===== config.mk =====
export PLATFORM = sky130hd
export DESIGN_NAME = debounce_pulse
export DESIGN_NICKNAME = d
export VERILOG_FILES = /design/src/rtl/tlc_pkg.sv /design/src/rtl/sync_2ff.sv /design/src/rtl/debounce_pulse.sv
export SDC_FILE = /design/constraint.sdc
export NUM_CORES = 1
export LEC_CHECK = 0
export ABC_CLOCK_PERIOD_IN_PS = 1130
export BUFFER_PORTS_ARGS = -buffer_cell sky130_fd_sc_hd__clkbuf_2
export CORE_AREA = 3 3 40 42
export DETAILED_ROUTE_END_ITERATION = 7
export DIE_AREA = 0 0 43 45
export GPL_TIMING_DRIVEN = 0
export PLACE_DENSITY = 0.36
export SLEW_MARGIN = 25
export SYNTH_ARGS = -nofsm -noshare
export SYNTH_HDL_FRONTEND = slang
export SYNTH_SLANG_ARGS = --single-unit
export TNS_END_PERCENT = 20

===== constraint.sdc =====
create_clock -name clk -period 1.13 [get_ports clk]
set_input_delay 0.113 -clock clk [delete_from_list [all_inputs] [get_ports clk]]
set_output_delay 0.113 -clock clk [all_outputs]
set_load 0.005 [all_outputs]

===== src/rtl/tlc_pkg.sv =====
// Shared definitions for the traffic light controller blocks.
// Provides debounce count defaults, the idle level of an active-low button,
// the debounced button state type and a helper that maps button polarity
// to its idle level.
package tlc_pkg;

   // Debounce qualification counts: short for simulation, 10 ms at 100 MHz on the board.
   localparam int DEBOUNCE_CYCLES_SIM = 4;
   localparam int DEBOUNCE_CYCLES_HW  = 1_000_000;

   // Level an active-low button rests at when nobody touches it.
   localparam logic BTN_IDLE_ACTIVE_LOW = 1'b1;

   typedef enum logic {
      DB_RELEASED = 1'b0,
      DB_PRESSED  = 1'b1
   } db_state_e;

   // Idle (released) level of the raw button for a given polarity setting.
   function automatic logic btn_idle_level(input int active_low);
      return (active_low != 0) ? BTN_IDLE_ACTIVE_LOW : ~BTN_IDLE_ACTIVE_LOW;
   endfunction

endpackage


===== src/rtl/sync_2ff.sv =====
// Two-flop synchroniser for a single asynchronous level.
// Ports:
//   clk_i  - destination clock, rising edge
//   rst_ni - asynchronous active-low reset; both flops load RST_VAL
//   d_i    - asynchronous input level
//   q_o    - synchronised level, two clock edges behind d_i
module sync_2ff
   import tlc_pkg::*;
#(
   parameter logic RST_VAL = 1'b0
) (
   input  logic clk_i,
   input  logic rst_ni,
   input  logic d_i,
   output logic q_o
);

   logic ff1_q;
   logic ff2_q;

   always_ff @(posedge clk_i or negedge rst_ni) begin
      if (!rst_ni) begin
         ff1_q <= RST_VAL;
         ff2_q <= RST_VAL;
      end else begin
         ff1_q <= d_i;
         ff2_q <= ff1_q;
      end
   end

   assign q_o = ff2_q;

endmodule


===== src/rtl/debounce_pulse.sv =====
// Push-button conditioner: synchronises a raw bouncing button, qualifies
// each level change over STABLE_CYCLES consecutive samples, and emits one
// single-cycle pulse per debounced press (nothing on release, no repeat).
// Ports:
//   clk       - system clock, rising edge
//   rst       - asynchronous active-low reset
//   btn       - raw asynchronous button level, may bounce
//   btn_pulse - registered one-clock pulse per debounced press
module debounce_pulse
   import tlc_pkg::*;
#(
   parameter int STABLE_CYCLES  = DEBOUNCE_CYCLES_SIM,
   parameter int BTN_ACTIVE_LOW = 1
) (
   input  logic clk,
   input  logic rst,
   input  logic btn,
   output logic btn_pulse
);

   localparam logic IDLE_LVL = btn_idle_level(BTN_ACTIVE_LOW);
   localparam int   CNT_W    = (STABLE_CYCLES > 1) ? $clog2(STABLE_CYCLES) : 1;
   localparam logic [CNT_W-1:0] CNT_LAST = CNT_W'(STABLE_CYCLES - 1);

   logic            btn_s;
   db_state_e       samp_state;
   db_state_e       db_state_q, db_state_d;
   logic [CNT_W-1:0] cnt_q, cnt_d;
   logic            pulse_q, pulse_d;

   // Synchroniser resets to the idle level so reset release never looks like a press.
   sync_2ff #(
      .RST_VAL(IDLE_LVL)
   ) u_sync_btn (
      .clk_i (clk),
      .rst_ni(rst),
      .d_i   (btn),
      .q_o   (btn_s)
   );

   assign samp_state = (btn_s == IDLE_LVL) ? DB_RELEASED : DB_PRESSED;

   always_ff @(posedge clk or negedge rst) begin
      if (!rst) begin
         db_state_q <= DB_RELEASED;
         cnt_q      <= '0;
         pulse_q    <= 1'b0;
      end else begin
         db_state_q <= db_state_d;
         cnt_q      <= cnt_d;
         pulse_q    <= pulse_d;
      end
   end

   // Any sample agreeing with the debounced state restarts qualification, so
   // the count is cleared by default and only advances on a disagreeing sample.
   // Commit clears the count too, so it can never pass CNT_LAST.
   always_comb begin
      db_state_d = db_state_q;
      cnt_d      = '0;
      pulse_d    = 1'b0;
      if (samp_state != db_state_q) begin
         if (cnt_q == CNT_LAST) begin
            db_state_d = samp_state;
            pulse_d    = (samp_state == DB_PRESSED);
         end else begin
            cnt_d = cnt_q + 1'b1;
         end
      end
   end

   assign btn_pulse = pulse_q;

endmodule


### Word level (Yosys, flattened, before mapping)

Cells that the tools add are included.

* bits in writable memories: 0
* word-level logic and storage cells: 14
* bits in read-only memories: 0
* register bits after elaboration: 6
* output and inout bits: 1
* latch bits: 0
* memories kept: 0

* bitwise gates (word level): 0
* equality and inequality tests: 2
* mux-type cells: 5
* $mul: 0
* reductions and logical operators: 1
* magnitude comparators: 0
* add/sub/neg operators: 1
* div/mod/pow operators: 0
* shifts and indexed selects: 0

Operators with widths (number)
* 2-to-1 mux 2 bit: 2
* 2-to-1 mux 1 bit: 3
* adder 2 x 1 -> 2 bit (second input constant): 1
* == test 2 bit (second input constant): 1
* AND reduction 2 bit: 1
* != test 1 bit: 1

### Longest topological paths before layout

* depth in word-level cells: 3
* gate-level depth with buffers: 3
* gate-level depth less buffers: 3

### Modules after synthesis

Synthesis repeated with hierarchy kept, for this count alone.

* cell total of the unflattened synthesis: 14
* area total of the unflattened synthesis: 202.7 µm²

By module, submodules not included
* debounce_pulse: cells each 12, area an instance 150.1 µm², instances 1
* sync_2ff: cells each 2, area an instance 52.6 µm², instances 1

### Worst setup path after synthesis

No wires, ideal clock.

* kind: reg-to-reg
* start point: register u_sync_btn.ff2_q, in the netlist u_sync_btn.q_o
* end point: register cnt_q[0]
* slack: 0.262 ns
* cell stages (with the launch flop): 3
* library setup time: 0.123 ns
* arrival time: 0.744 ns
* cells stage by stage: dfstp_2 > xor2_1 > nor3_1

* longest elaborated chain between the ends: 3

RTL lines
* start: declaration: line sync_2ff.sv:19 `logic ff2_q;`
* start signal: assignment: line sync_2ff.sv:27 `ff2_q <= ff1_q;`
* 2-to-1 mux 1 bit: line debounce_pulse.sv:41 `assign samp_state = (btn_s == IDLE_LVL) ? DB_RELEASED : DB_PRESSED;`
* != test 1 bit: line debounce_pulse.sv:62 `if (samp_state != db_state_q) begin`
* 2-to-1 mux 2 bit: line debounce_pulse.sv:62
* net cnt_d[0]: line debounce_pulse.sv:28 `logic [CNT_W-1:0] cnt_q, cnt_d;`
* end signal: assignment: line debounce_pulse.sv:50 `cnt_q <= cnt_d;`
* end: declaration: line debounce_pulse.sv:28

The timed path passes the listed nets, and every way through them passes these cells.
A chain may end at the register's enable or synchronous reset.

### Final worst setup path

Same ends and word-level chain as after synthesis.

==> impl_table.tex <==
\begin{tabular}{lr}
\hline
Metric & Value \\
\hline
\multicolumn{2}{l}{\textbf{Outcome}} \\
\quad Run status & finished clean \\
\multicolumn{2}{l}{\textbf{Die}} \\
\quad Height of the die & 45 µm \\
\quad Starting utilization of the core area & 0.1577 \\
\quad Die Width & approximately 43 µm \\
\quad Overall die area & 0.001935 mm² \\
\quad Count of pins on the block boundary & 4 \\
\quad CORE AREA & approximately 0.0013 mm² \\
\quad Number of placement rows & 13 \\
\multicolumn{2}{l}{\textbf{Synth}} \\
\quad Synthesized flop and latch total & 6 \\
\quad Count of mapped cells out of synthesis & 14 \\
\quad Top-area cell type share of the netlist area & 0.4938 \\
\quad Main area contributors after synthesis & sky130\_fd\_sc\_hd\_\_dfrtp\_1 49\%, sky130\_fd\_sc\_hd\_\_dfstp\_2 26\%, sky130\_fd\_sc\_hd\_\_ha\_1 6.2\%, sky130\_fd\_sc\_hd\_\_xor2\_1 4.3\%, sky130\_fd\_sc\_hd\_\_nor2\_1 3.7\% \\
\quad Number of distinct library cells after synthesis & 9 \\
\quad Avg Cell Area, Syn & approximately 14 µm² \\
\quad Number of warnings issued by yosys & 0 \\
\quad Cell area after synthesis & roughly 200 µm² \\
\quad Cell type contributing the most total cell area after synthesis & sky130\_fd\_sc\_hd\_\_dfrtp\_1 \\
\quad Syn nets & 18 \\
\quad Post-synthesis sequential area ratio & 0.7531 \\
\multicolumn{2}{l}{\textbf{Run}} \\
\quad Number of maximum-capacitance constraint violations & 0 \\
\multicolumn{2}{l}{\textbf{Power}} \\
\quad Pwr Density & around 2100 mW/mm² \\
\quad Highest ir drop seen on vdd & 0.7490 mV \\
\quad Final Total Pwr & 597.7 µW \\
\quad Leakage power & between 0.1 and 0.15 nW \\
\multicolumn{2}{l}{\textbf{Clock network}} \\
\quad Clock Root Buffer & sky130\_fd\_sc\_hd\_\_clkbuf\_4 \\
\quad CTS tree & built \\
\quad CTS resizes & 0 \\
\quad Worst-path clk slew & $\sim$0.04 ns \\
\quad Total CTS buffers & 3 \\
\quad Level count of the clock H-tree & 1 \\
\quad Maximum count of clock buffers along a single path & 2 \\
\quad Number of sinks handled by clock tree synthesis & 6 \\
\quad Clk Latency, worst-skew pair & $\sim$0.24 ns \\
\multicolumn{2}{l}{\textbf{Worst setup path}} \\
\quad Worst Path Max Fanout & 3 \\
\quad Required time at the worst-slack endpoint & between 1 and 1.5 ns \\
\quad Arrival time at the worst endpoint & about 1.0 ns \\
\quad Origin of the critical flop-to-flop path & u\_sync\_btn.q\_o \\
\quad CP startpoint & u\_sync\_btn.q\_o \\
\quad Setup Crit Path Kind & reg2reg \\
\quad Critical Path Start Type & register \\
\quad Endpoint type of the worst setup path & register \\
\multicolumn{2}{l}{\textbf{GRT}} \\
\quad GRT Overall Usage & 0.03946 \\
\quad Number of antenna violations at the first check in global routing & 0 \\
\quad Wire length of the first global-routing pass & $\sim$500 µm \\
\quad Via count of the first global-routing pass & 133 \\
\quad Largest net degree at the start of global routing & 7 \\
\quad GRT Residual Overflow & 0 \\
\multicolumn{2}{l}{\textbf{Timing}} \\
\quad Fmax & 1086 MHz \\
\quad Max\_slew headroom & 0.8819 \\
\quad Number of hold-slack violations in the final timing report & 0 \\
\quad Setup repair after global routing missed its margin & false \\
\quad Period utilisation layout & 0.8151 \\
\quad Final setup skew & roughly 0.00036 ns \\
\quad Final-report setup violation count & 0 \\
\quad Max-slew violation count & 0 \\
\quad Slew at the pin closest to its max-slew limit & 0.1766 ns \\
\quad Setup TNS Final & 0 ns \\
\quad Crit path time final & 0.9210 ns \\
\multicolumn{2}{l}{\textbf{Cells and area}} \\
\quad Commonest non-fill, non-tap cells in the layout & 4 x sky130\_fd\_sc\_hd\_\_dfrtp\_1, 3 x sky130\_fd\_sc\_hd\_\_clkbuf\_4, 3 x sky130\_fd\_sc\_hd\_\_clkbuf\_2 \\
\quad Growth of design area from synthesis to finish & 37.65\% \\
\quad Diode insertion count for antenna repair & 0 \\
\quad Most frequent standard cell in the layout excluding fill and tap cells & sky130\_fd\_sc\_hd\_\_dfrtp\_1 \\
\quad Final cell area excluding filler cells & around 280 µm² \\
\quad Nets@finish & 28 \\
\quad Share of post-route cells with drive strength above 1 & 0.3636 \\
\multicolumn{2}{l}{\textbf{Drt}} \\
\quad Remaining antenna violation count after routing & 0 \\
\quad Detail-routed via count per cell & approximately 3.2 \\
\quad Count of unresolved DRC violations after routing & 0 \\
\quad Wire per inst & approximately 7.4 µm \\
\quad Drt pass-1 iters & 2 \\
\quad DRT Wirelength & roughly 270 µm \\
\quad Total number of vias & approximately 120 \\
\quad Violation count after the first detailed-route iteration & 3 \\
\multicolumn{2}{l}{\textbf{Placed design}} \\
\quad Placement-stage cell area & between 200 and 250 µm² \\
\quad Number of port buffers & 3 \\
\quad Placer Congestion & slightly above 0.7 \\
\quad Sum of net half-perimeters after detailed placement & 206.8 µm \\
\multicolumn{2}{l}{\textbf{Worst hold path}} \\
\quad Path class of the lowest-slack min-delay path & in2async \\
\hline
\end{tabular}
-- worst max-delay path, stage by stage (launching register included) --
cell                      delay [ns]
sky130_fd_sc_hd__dfstp_2        0.54
sky130_fd_sc_hd__xor2_1         0.19
sky130_fd_sc_hd__nor3_1         0.07
-- cell type report --
type / count / area, µm²
Fill cell: 137 / 1006
Sequential cell: 6 / 152.6
Multi-Input combinational cell: 7 / 46.29
Timing Repair Buffer: 5 / 35.03
Clock buffer: 3 / 22.52
Tap cell: 15 / 18.77
Inverter: 1 / 3.754
-- path summary, 6_finish.rpt --
| path | slack (ns) | cells past startpoint | endpoint |
|---|---|---|---|
| min in group clk | 0.35 | 0 | u_sync_btn.q_o |
| worst min register to register | 0.35 | 0 | u_sync_btn.q_o |
| worst min-delay path | 0.24 | 2 | db_state_q |
| max in group asynchronous | 0.67 | 2 | u_sync_btn.ff1_q |
| worst max register to register | 0.21 | 2 | cnt_q[0] |
| worst max-delay path | 0.21 | 2 | cnt_q[0] |
-- metal layers --
metal	GRT usage	wire, µm
met4	0.03614	0
met5	0	0
met2	0.05988	141
met3	0.03586	15
met1	0.02963	116
-- flip-flops by register name, summed over array words and instances (netlist names) --
| name | flops |
|---|---|
| btn_pulse | 1 |
| cnt_q | 2 |
| db_state_q | 1 |
| u_sync_btn.ff1_q | 1 |
| u_sync_btn.q_o | 1 |
-- synthesized netlist by cell type --
master and number:
sky130_fd_sc_hd__dfstp_2 2, sky130_fd_sc_hd__dfrtp_1 4, sky130_fd_sc_hd__ha_1 1, sky130_fd_sc_hd__nor3b_1 1, sky130_fd_sc_hd__a21oi_1 1, sky130_fd_sc_hd__xor2_1 1, sky130_fd_sc_hd__nor2_1 2, sky130_fd_sc_hd__inv_1 1
sky130_fd_sc_hd__nor3_1 1
-- where the power goes --
part	internal [mW]	switching [mW]
clock	0.120	0.0687
combinational	0.0536	0.0525
sequential	0.272	0.0317
-- through the flow --
step	instances	hold slack, ns	setup slack [ns]	utilization
finish	37	0.2361	0.2090	0.2171
floorplan	14	-0.1826	0.2625	-
detailed placement	32	-0.05585	0.2099	0.1840
global route	37	0.2268	0.1461	0.2171
CTS	37	0.2325	0.1996	0.2171
global placement	32	-0.05747	0.2042	0.1840
-- timing repair --
action	CTS	global route
endpoints found under the hold margin	7	0
setup buffers	0	0
hold buffers	2	0
-- kinds of logic (layout without fill, tap and decap cells) --
group                      after synthesis  count (layout)  share of synthesized area
adders and majority gates                1               1                    0.06172
DFF                                      6               6                     0.7531
AOI/OAI and AO/OA                        1               1                    0.02467
xor gates and xnor gates                 1               1                    0.04322
and+or+nand+nor                          4               4                    0.09877
buffers and inverters                    1               9                    0.01850
No activity file was read; power rests on OpenSTA's default activity.
